==> config.mk <==
export PLATFORM = sky130hd
export DESIGN_NAME = mem_port_arbiter
export DESIGN_NICKNAME = d
export VERILOG_FILES = /design/src/rtl/mem_port_arbiter.sv
export SDC_FILE = /design/constraint.sdc
export NUM_CORES = 1
export LEC_CHECK = 0
export ABC_AREA = 1
export BUFFER_PORTS_ARGS = -buffer_cell sky130_fd_sc_hd__buf_2
export CORE_ASPECT_RATIO = 0.75
export CORE_MARGIN = 1
export CORE_UTILIZATION = 32
export CTS_CLUSTER_DIAMETER = 150
export CTS_CLUSTER_SIZE = 24
export DETAILED_ROUTE_END_ITERATION = 6
export MAX_ROUTING_LAYER = met4
export SLEW_MARGIN = 20
export SYNTH_ARGS = -nofsm -noshare
export SYNTH_HDL_FRONTEND = slang
export SYNTH_SLANG_ARGS = --single-unit
==> constraint.sdc <==
create_clock -name clk -period 2.1 [get_ports clk]
set_clock_uncertainty 0.1 [all_clocks]
set_input_delay 0.21 -clock clk [delete_from_list [all_inputs] [get_ports clk]]
set_output_delay 0.21 -clock clk [all_outputs]
set_load 0.05 [all_outputs]
==> src/rtl/mem_port_arbiter.sv <==
// Arbiter sharing one single-ported unified memory between instruction fetch and data access.
// One registered access per grant, fixed read latency, one-cycle done pulse to the owner.
module mem_port_arbiter #(
    parameter int unsigned MEM_LAT    = 0,
    parameter int unsigned STARVE_MAX = 4
) (
    input  logic        clk,
    input  logic        rst,
    input  logic        if_req,
    input  logic [15:0] if_addr,
    input  logic        dm_req,
    input  logic        dm_wr,
    input  logic [15:0] dm_addr,
    input  logic [15:0] dm_wdata,
    input  logic [15:0] mem_rdata,
    output logic        mem_en,
    output logic        mem_wr,
    output logic [15:0] mem_addr,
    output logic [15:0] mem_wdata,
    output logic [15:0] rd_data,
    output logic        if_done,
    output logic        dm_done,
    output logic        if_stall,
    output logic        dm_stall,
    output logic        err
);

    localparam int unsigned CntW    = (MEM_LAT > 0) ? $clog2(MEM_LAT + 1) : 1;
    localparam int unsigned StarveW = (STARVE_MAX > 0) ? $clog2(STARVE_MAX + 1) : 1;
    localparam logic [CntW-1:0]    LatInit   = CntW'(MEM_LAT);
    localparam logic [StarveW-1:0] StarveLim = StarveW'(STARVE_MAX);

    typedef enum logic [1:0] {StIdle, StAccess, StWait, StResp} stateT;

    stateT               stateQ, stateD;
    logic                ownerDmQ, ownerDmD;
    logic                memEnQ, memEnD;
    logic                wrQ, wrD;
    logic                errQ, errD;
    logic [CntW-1:0]     cntQ, cntD;
    logic [StarveW-1:0]  starveQ, starveD;
    logic [15:0]         addrQ, addrD;
    logic [15:0]         wdataQ, wdataD;
    logic [15:0]         rdDataQ, rdDataD;
    logic                anyReq, forceIf, grantDm, ownerReq;

    assign anyReq   = if_req | dm_req;
    // IF overrides DM only once it has lost STARVE_MAX grants in a row.
    assign forceIf  = if_req & (starveQ == StarveLim);
    assign grantDm  = dm_req & ~forceIf;
    assign ownerReq = ownerDmQ ? dm_req : if_req;

    always_ff @(posedge clk or posedge rst) begin
        if (rst) begin
            stateQ <= StIdle;
        end else begin
            stateQ <= stateD;
        end
    end

    always_comb begin
        stateD = stateQ;
        unique case (stateQ)
            StIdle:           if (anyReq) stateD = StAccess;
            StAccess, StWait: stateD = (cntQ == '0) ? StResp : StWait;
            StResp:           stateD = StIdle;
            default:          stateD = StIdle;
        endcase
    end

    always_comb begin
        mem_en    = memEnQ;
        mem_wr    = memEnQ & wrQ;
        mem_addr  = addrQ;
        mem_wdata = wdataQ;
        rd_data   = rdDataQ;
        if_done   = (stateQ == StResp) & ~ownerDmQ;
        dm_done   = (stateQ == StResp) & ownerDmQ;
        if_stall  = if_req & ~if_done;
        dm_stall  = dm_req & ~dm_done;
        err       = errQ;
    end

    always_comb begin
        ownerDmD = ownerDmQ;
        memEnD   = 1'b0;
        wrD      = wrQ;
        errD     = errQ;
        cntD     = cntQ;
        starveD  = starveQ;
        addrD    = addrQ;
        wdataD   = wdataQ;
        rdDataD  = rdDataQ;
        unique case (stateQ)
            StIdle: begin
                if (anyReq) begin
                    memEnD   = 1'b1;
                    ownerDmD = grantDm;
                    addrD    = grantDm ? dm_addr : if_addr;
                    wrD      = grantDm & dm_wr;
                    wdataD   = grantDm ? dm_wdata : 16'h0000;
                    cntD     = LatInit;
                    if (grantDm && if_req) begin
                        starveD = (starveQ == StarveLim) ? starveQ : starveQ + StarveW'(1);
                    end else begin
                        starveD = '0;
                    end
                end
            end
            StAccess, StWait: begin
                if (!ownerReq) errD = 1'b1;
                if (cntQ == '0) begin
                    rdDataD = (ownerDmQ && wrQ) ? 16'h0000 : mem_rdata;
                end else begin
                    cntD = cntQ - CntW'(1);
                end
            end
            default: ;
        endcase
    end

    always_ff @(posedge clk or posedge rst) begin
        if (rst) begin
            ownerDmQ <= 1'b0;
            memEnQ   <= 1'b0;
            wrQ      <= 1'b0;
            errQ     <= 1'b0;
            cntQ     <= '0;
            starveQ  <= '0;
            addrQ    <= 16'h0000;
            wdataQ   <= 16'h0000;
            rdDataQ  <= 16'h0000;
        end else begin
            ownerDmQ <= ownerDmD;
            memEnQ   <= memEnD;
            wrQ      <= wrD;
            errQ     <= errD;
            cntQ     <= cntD;
            starveQ  <= starveD;
            addrQ    <= addrD;
            wdataQ   <= wdataD;
            rdDataQ  <= rdDataD;
        end
    end

endmodule
Yosys cells after proc, flatten, opt, wreduce, memory -nomap -nowiden. Cells that the tools add are included.

Register bits: 58. Input bits: 69. Output and inout bits: 55.

Add/subtract/negate cells: 2. Eq/ne operators: 6. Multiplexer cells: 14. Bitwise operators: 15. Reductions and logical operators: 10.

Operator list (count): 16-bit 2-to-1 mux (3); 1-bit AND (8); 2-bit AND reduction (4); 1-bit 2-to-1 mux (6); 3-bit 2-to-1 mux (2); 1-bit inverter (6); 2-bit case mux with 3 select lines (1); 2-bit equality test, second input constant (2); 2-bit inequality test, second input constant (2); 3-bit by 1-bit adder with 3-bit output, second input constant (1); 3-bit equality test, second input constant (1); 3-bit AND reduction (1); 2-bit by 1-bit equality test with 1-bit output, second input constant (1); 1-bit logical AND (2); 2-bit zero test (1); 2-bit 2-to-1 mux (1); 1-bit case mux with 2 select lines (1); 2-bit nonzero test (1); 2-bit OR reduction (1); 1-bit OR (1); 1-bit subtractor, second input constant (1).

Longest topological paths before layout. Gate-level depths: netlist (run 1).

Depth in word-level cells: 7. Depth in mapped cells: 8. Gate-level depth less buffers: 7.

Worst setup path before layout (run 1). OpenSTA, ideal clock, no wires.

Kind: register to output. Start: register stateQ[0]. End: output if_stall. Arrival: 1652 ps. Required time: 1790 ps. Setup slack: 138 ps. Stages on the path, launching flop included: 5. Cells stage by stage: dfrtp_1 ha_1 inv_1 nor2_1 nor2_1.

Word-level cells in the longest chain between the ends: 4.

Ends and longest elaborated chain: from (decl) (line 35) `stateT stateQ, stateD;`; from (signal assigned) (line 55) `stateQ <= StIdle;`; from (signal assigned) (line 57) `stateQ <= stateD;`; 2-bit equality test (line 77) `if_done = (stateQ == StResp) & ~ownerDmQ;`; 1-bit AND (line 77); named net if_done (line 21) `output logic if_done,`; 1-bit inverter (line 79) `if_stall = if_req & ~if_done;`; 1-bit AND (line 79); to (decl) (line 23) `output logic if_stall,`.

The timed path passes the listed nets, and every way through them passes these cells.

Worst setup path in the final report (run 1).
Start: register starveQ[0]. End: register wdataQ[5], in the netlist mem_wdata[5].

Word-level cells in the longest chain between the ends: 5.

Ends and longest elaborated chain: from (decl) (line 41) `logic [StarveW-1:0] starveQ, starveD;`; from (signal assigned) (line 139) `starveQ <= starveD;`; 3-bit equality test (line 49) `assign forceIf = if_req & (starveQ == StarveLim);`; 1-bit AND (line 49); 1-bit inverter (line 50) `assign grantDm = dm_req & ~forceIf;`; 1-bit AND (line 50); 16-bit 2-to-1 mux (line 101) `wdataD = grantDm ? dm_wdata : 16'h0000;`; to (signal assigned) (line 141) `wdataQ <= wdataD;`; to (decl) (line 43) `logic [15:0] wdataQ, wdataD;`.

No other way between the ends. A chain may end at the register's enable or synchronous reset.

==> flow_metrics.py, run 1 <==
metrics = {
    "critical_path": {
        "rrSetupSlack_ns": 0.32,
        "worstPathRequired_ns": 2.25,
        "cp-start-kind": "flip-flop",
        "end_kind": "flip-flop",
        "cp_max_fo": 18,
        "critPathKind": "reg -> reg",
        "arrival_ns": 1.93,
    },
    "power_and_ir_drop": {
        "pwr-share-seq_pct": 27.7,
        "internal-power_uw": 3420,
        "p_total_uw": 6820,
        "ir_drop_uv": 791,
        "switching_share_pct": 49.8,
        "p_comb_share_pct": 50.5,
        "switching_power_uw": 3390,
        "cellPowerDensity_nw_per_um2": 1750,
        "clockPowerShare_pct": 21.8,
        "leakagePower_uw": 0.00229,
    },
    "die": {
        "die_y_um": 82.4,
        "die_x_um": 109,
        "core-area_um2": 8130,
        "rows": 28,
        "dieArea_um2": 9000,
        "start_util_pct": 33.9,
        "io_pins": 124,
    },
    "logic_synthesis": {
        "synth-edff-count": 0,
        "synthArstFlopShare_pct": 100,
        "yosys-top-cells-area": "dfrtp_1 52%, nand2_1 16%, inv_1 8.0%, nand3_1 8.0%, o21ai_0 3.4%",
        "synth-seq-cells": 57,
        "ys_warn_count": 0,
        "synthTopCellsByCount": "114 x nand2_1, 59 x inv_1, 57 x dfrtp_1",
        "synth_most_common_cell": "nand2_1",
        "postSynthAreaPerCell_um2": 8.28,
        "synth.largest_area_cell": "dfrtp_1",
        "synth-main-ff-cell": "dfrtp_1",
        "synth.distinct_cells": 21,
        "synth_top_area_share_pct": 51.7,
        "syn-num-nets": 406,
        "ys_seq_area_share_pct": 51.7,
        "synth_cells": 333,
        "syn-cell-area_um2": 2760,
    },
    "clocking": {
        "htree_levels": 3,
        "clk_latency_ns": 0.32,
        "clk_path_buf_depth": 2,
        "cts_root_buffer": "clkbuf_16",
        "tritoncts": "built",
        "ctsResizeCount": 0,
        "clock-sinks": 57,
        "clkTransAtPathRegs_ns": 0.05,
        "cts_setup_buffers": 0,
        "cts_made_buffers": 9,
        "postCtsHoldBufs": 18,
    },
    "place": {
        "place_area_um2": 3420,
        "port_buffers": 123,
        "dp_hpwl_um": 4800,
        "gp_congestion": 0.816,
    },
    "hold_path": {
        "hold_path_class": "in -> reg",
    },
    "grt": {
        "grt_max_degree": 38,
        "overflow": 0,
        "grtUsageTotal_pct": 16.8,
        "antenna_found_initial": 0,
        "grt_pass1_wl_um": 10900,
        "grt_pass1_vias": 2352,
    },
    "layout": {
        "fin_nets": 547,
        "layout-drive-gt1-share_pct": 32.8,
        "final_area_um2": 3910,
        "n_antenna_cell": 0,
        "syn2layout_area_growth_pct": 41.5,
        "post-route-util_pct": 48.0,
    },
    "detailed_routing": {
        "vias": 2555,
        "first_iter_violations": 121,
        "antenna_left": 0,
        "avgRoutedWirePerCell_um": 11.9,
        "first_pass_iters": 4,
        "drt-total-wl_um": 6930,
        "vias_per_cell": 4.38,
        "remaining_drc_errors": 0,
    },
    "timing": {
        "max_freq_ghz": 0.562,
        "period_needed_ns": 1.78,
        "worst_slew_pin_slew_ns": 0.611,
        "rsz0062_at_grt": "no",
        "slew_headroom_pct": 59.2,
        "setup-tns-final_ns": 0,
        "final_hold_viol_count": 0,
        "slew_viol_final": 0,
        "fin_crit_sh_pct": 84.7,
        "setup_viol": 0,
    },
    "outcome": {
        "status": "finished clean",
    },
    "job": {
        "drv_cap": 0,
    },
}
logic make-up after synthesis:
group           count (synthesis)  share of synthesized area, %
simple gates                  174                          28.8
buf+inv                        76                          13.1
fa+ha+maj                       4                          1.81
xor+xnor                        1                         0.318
flops                          57                          51.7
compound gates                 21                          4.31
cells in the final DEF, fill, tap and decap left out, drive strengths merged:
cell type      n
xor2           1
clkbuf        14
a21oi          1
o21bai         1
nand2        115
buf          127
inv           61
dlygate4sd3   18
o21ai         19
nor2           5
clkinv         1
dfrtp         57
ha             4
bufinv         1
nand3         54
power groups by stage:
stage / clock (µW) / sequential [µW] / combinational (µW)
detailed placement: 0 / 1880 / 3480
finish: 1490 / 1890 / 3450
CTS: 1540 / 1880 / 3490
floorplan: 0 / 3380 / 1230
global route: 1600 / 1950 / 3770
global placement: 0 / 1880 / 3400
final cells by class:
cell class                      instances  area, µm²
Sequential cell                        57       1430
Clock buffer                           14        274
Tap cell                              105        131
Fill cell                             819       4220
Timing Repair Buffer                  145        838
Clock inverter                          2       35.0
Multi-Input combinational cell        200        971
Inverter                               61        229
critical path, stage by stage (launching register included):
cell and delay (ns):
dfrtp_1 0.36, inv_1 0.07, ha_1 0.23, nand3_4 0.20
nand2_4 0.18, nor2_4 0.39, nand2_1 0.10, nand2_1 0.08
per-stage QoR:
step | std cells | hold WS [ns] | setup slack [ns]
after CTS | 584 | 0.00715 | 0.309
final | 584 | 0.0207 | 0.320
after global routing | 584 | 0.0306 | 0.145
after global placement | 550 | 0.162 | 0.379
after floorplan | 333 | 0.220 | 0.138
after detailed placement | 550 | 0.165 | 0.317
per-layer routing:
metal / GRT usage, % / share of wire, %
met1: 19.8 / 46
met4: 7.33 / 1.7
met2: 26.7 / 47
met3: 5.34 / 5.7
met5: - / 0
state kept, by name, indices dropped and copies added (netlist names):
name and count:
mem_addr 16, mem_wdata 16, rd_data 16, starveQ 3, stateQ 2, err 1, mem_en 1, ownerDmQ 1
wrQ 1
worst paths after layout:
| kind | start | to | cells past startpoint |
|---|---|---|---|
| worst min register to register | err | err | 1 |
| worst min-delay path | mem_rdata[10] | rd_data[10] | 3 |
| worst max-delay path | starveQ[0] | mem_wdata[5] | 7 |
| min in group asynchronous | rst | rd_data[14] | 3 |
| max in group asynchronous | rst | mem_wdata[3] | 4 |
| worst max register to register | starveQ[0] | mem_wdata[5] | 7 |
No activity file was read; power rests on OpenSTA's default activity.
==> run 2: changes to the inputs <==
==> constraint.sdc (replaced) <==
create_clock -name clk -period 1.5 [get_ports clk]
set_clock_uncertainty 0.1 [all_clocks]
set_input_delay 0.15 -clock clk [delete_from_list [all_inputs] [get_ports clk]]
set_output_delay 0.15 -clock clk [all_outputs]
set_load 0.05 [all_outputs]
==> run 2 against run 1 <==
Register-to-register slack lost 0.29 ns. Critical path depth shrank 2. Final cell count grew 4.8%. Worst hold slack is essentially flat. First-iteration DRC count grew 9.1%. The run now ends with setup timing left. Clock power grew 61%. Non-clock buffer count grew 27. Setup slack lost 0.37 ns.
==> flow_metrics.py, run 2 (synthesis gave the netlist of run 1 again) <==
metrics = {
    "clocking": {
        "clk_path_buf_depth": 2,
        "cts_made_buffers": 9,
        "cts_root_buffer": "clkbuf_16",
        "clock-sinks": 57,
        "clk_latency_ns": 0.33,
        "tritoncts": "built",
        "clkTransAtPathRegs_ns": 0.05,
        "htree_levels": 3,
    },
    "layout": {
        "syn2layout_area_growth_pct": 57.1,
        "final_cells": 612,
        "final_common_cell": "buf_2",
        "n_antenna_cell": 0,
        "final_cell_mix": "119 x buf_2, 114 x nand2_1, 57 x dfrtp_1, 56 x inv_1, 44 x nand3_1",
        "layout-drive-gt1-share_pct": 34.9,
        "fin_nets": 575,
    },
    "outcome": {
        "violations": "setup timing",
        "status": "complete, but fails checks",
    },
    "die": {
        "dieArea_um2": 9000,
        "die_x_um": 109,
        "rows": 28,
        "start_util_pct": 33.9,
        "die_y_um": 82.4,
        "io_pins": 124,
        "core-area_um2": 8130,
    },
    "grt": {
        "grt_pass1_wl_um": 11300,
        "antenna_found_initial": 0,
        "grt_max_degree": 38,
        "grt_pass1_vias": 2517,
        "overflow": 0,
        "grtUsageTotal_pct": 17.3,
    },
    "power_and_ir_drop": {
        "p_comb_share_pct": 51.3,
        "switching_power_uw": 4930,
        "clockPowerShare_pct": 23.2,
        "internal-power_uw": 5420,
        "p_total_uw": 10400,
        "switching_share_pct": 47.6,
        "pwr-share-seq_pct": 25.5,
        "ir_drop_uv": 939,
        "leakagePower_uw": 0.00246,
        "cellPowerDensity_nw_per_um2": 2390,
    },
    "detailed_routing": {
        "first_iter_violations": 132,
        "first_pass_iters": 4,
        "drt-total-wl_um": 7390,
        "vias": 2650,
        "vias_per_cell": 4.33,
        "remaining_drc_errors": 0,
        "avgRoutedWirePerCell_um": 12.1,
        "antenna_left": 0,
    },
    "hold_path": {
        "hold_depth": 5,
        "hold_path_class": "in -> reg",
    },
    "critical_path": {
        "cp-start-kind": "flip-flop",
        "ff2ff_path_depth": 8,
        "arrival_ns": 1.30,
        "critPathKind": "reg -> out",
        "worstPathRequired_ns": 1.25,
        "end_kind": "output pin",
        "cp_max_fo": 2,
    },
    "timing": {
        "worst_slew_pin_slew_ns": 0.547,
        "slew_headroom_pct": 63.5,
        "setup_viol": 3,
        "period_needed_ns": 1.55,
        "max_freq_ghz": 0.646,
        "final_hold_viol_count": 0,
        "rsz0062_at_grt": "yes",
        "fin_crit_sh_pct": 103,
        "slew_viol_final": 0,
        "finalWorstSetupSlack_ns": -0.0485,
    },
    "place": {
        "gp_congestion": 0.751,
        "place_ws_ns": -0.105,
        "port_buffers": 123,
        "dp.cells": 557,
        "dp_hpwl_um": 4840,
    },
    "job": {
        "drv_cap": 0,
    },
}
==> run 2: cell count changes in the layout (fill, tap and decap cells not counted), sizes merged <==
cell	before	now
bufinv	1	3
dlygate4sd3	18	34
clkinvlp	0	1
buf	127	136
==> run 2: timing repair <==
| action | 4_1_cts | 5_1_grt |
|---|---|---|
| setup endpoints to repair | 41 | 42 |
| cloned | 0 | 2 |
| endpoints found under the hold margin | 90 | 0 |
| hold buffers | 34 | 0 |
| pin swaps | 2 | 1 |
| resized for setup | 11 | 11 |
| setup buffers | 2 | 1 |
==> run 2: routing by layer <==
metal / vias to the layer above / share of wire (%) / global-route usage (%)
li1: 1351 / - / -
met1: 1217 / 45 / 19.8
met2: 71 / 48 / 28.6
met3: 11 / 4.8 / 4.63
met4: 0 / 2.1 / 8.00
met5: - / 0 / -
==> run 2: worst paths after layout <==
path / start / to / slack [ns]
worst min-delay path: if_addr[9] / mem_addr[9] / 0.02
worst min register to register: mem_addr[8] / mem_addr[8] / 0.37
min in group asynchronous: rst / mem_wdata[10] / 0.23
worst max register to register: stateQ[0] / starveQ[2] / 0.03
worst max-delay path: stateQ[0] / dm_stall / -0.05
max in group asynchronous: rst / starveQ[1] / 0.65
==> run 2: final cells by class <==
class / instances / area (µm²)
Timing Repair inverter: 1 / 8.76
Tap cell: 105 / 131
Timing Repair Buffer: 172 / 1180
Clock buffer: 12 / 256
Fill cell: 762 / 3790
Clock inverter: 4 / 98.8
Multi-Input combinational cell: 200 / 988
Inverter: 61 / 245
Sequential cell: 57 / 1430
==> run 2: power groups by stage <==
stage / sequential (µW) / clock, µW / combinational (µW)
6_report: 2640 / 2400 / 5320
5_1_grt: 2720 / 2530 / 5720
4_1_cts: 2630 / 2460 / 5170
3_5_place_dp: 2630 / 0 / 5020
3_3_place_gp: 2650 / 0 / 4930
2_1_floorplan: 4730 / 0 / 1730
==> run 2: metrics by stage <==
step	setup TNS (ns)	area (µm²)	hold WS, ns	util [%]
2_1_floorplan	0	2780	0.137	-
3_3_place_gp	-1.72	3510	-0.00382	43.2
3_5_place_dp	-3.02	3510	-0.00270	43.2
4_1_cts	-0.147	4250	0.0112	52.3
5_1_grt	-1.47	4330	0.0315	53.3
6_report	-0.124	4330	0.0206	53.3
==> run 2: worst max-delay path: stages, from the launching register on <==
cell and delay (ns):
dfrtp_1 0.39, ha_2 0.20, nand2_1 0.08, inv_2 0.05
nor2_4 0.09, buf_8 0.15
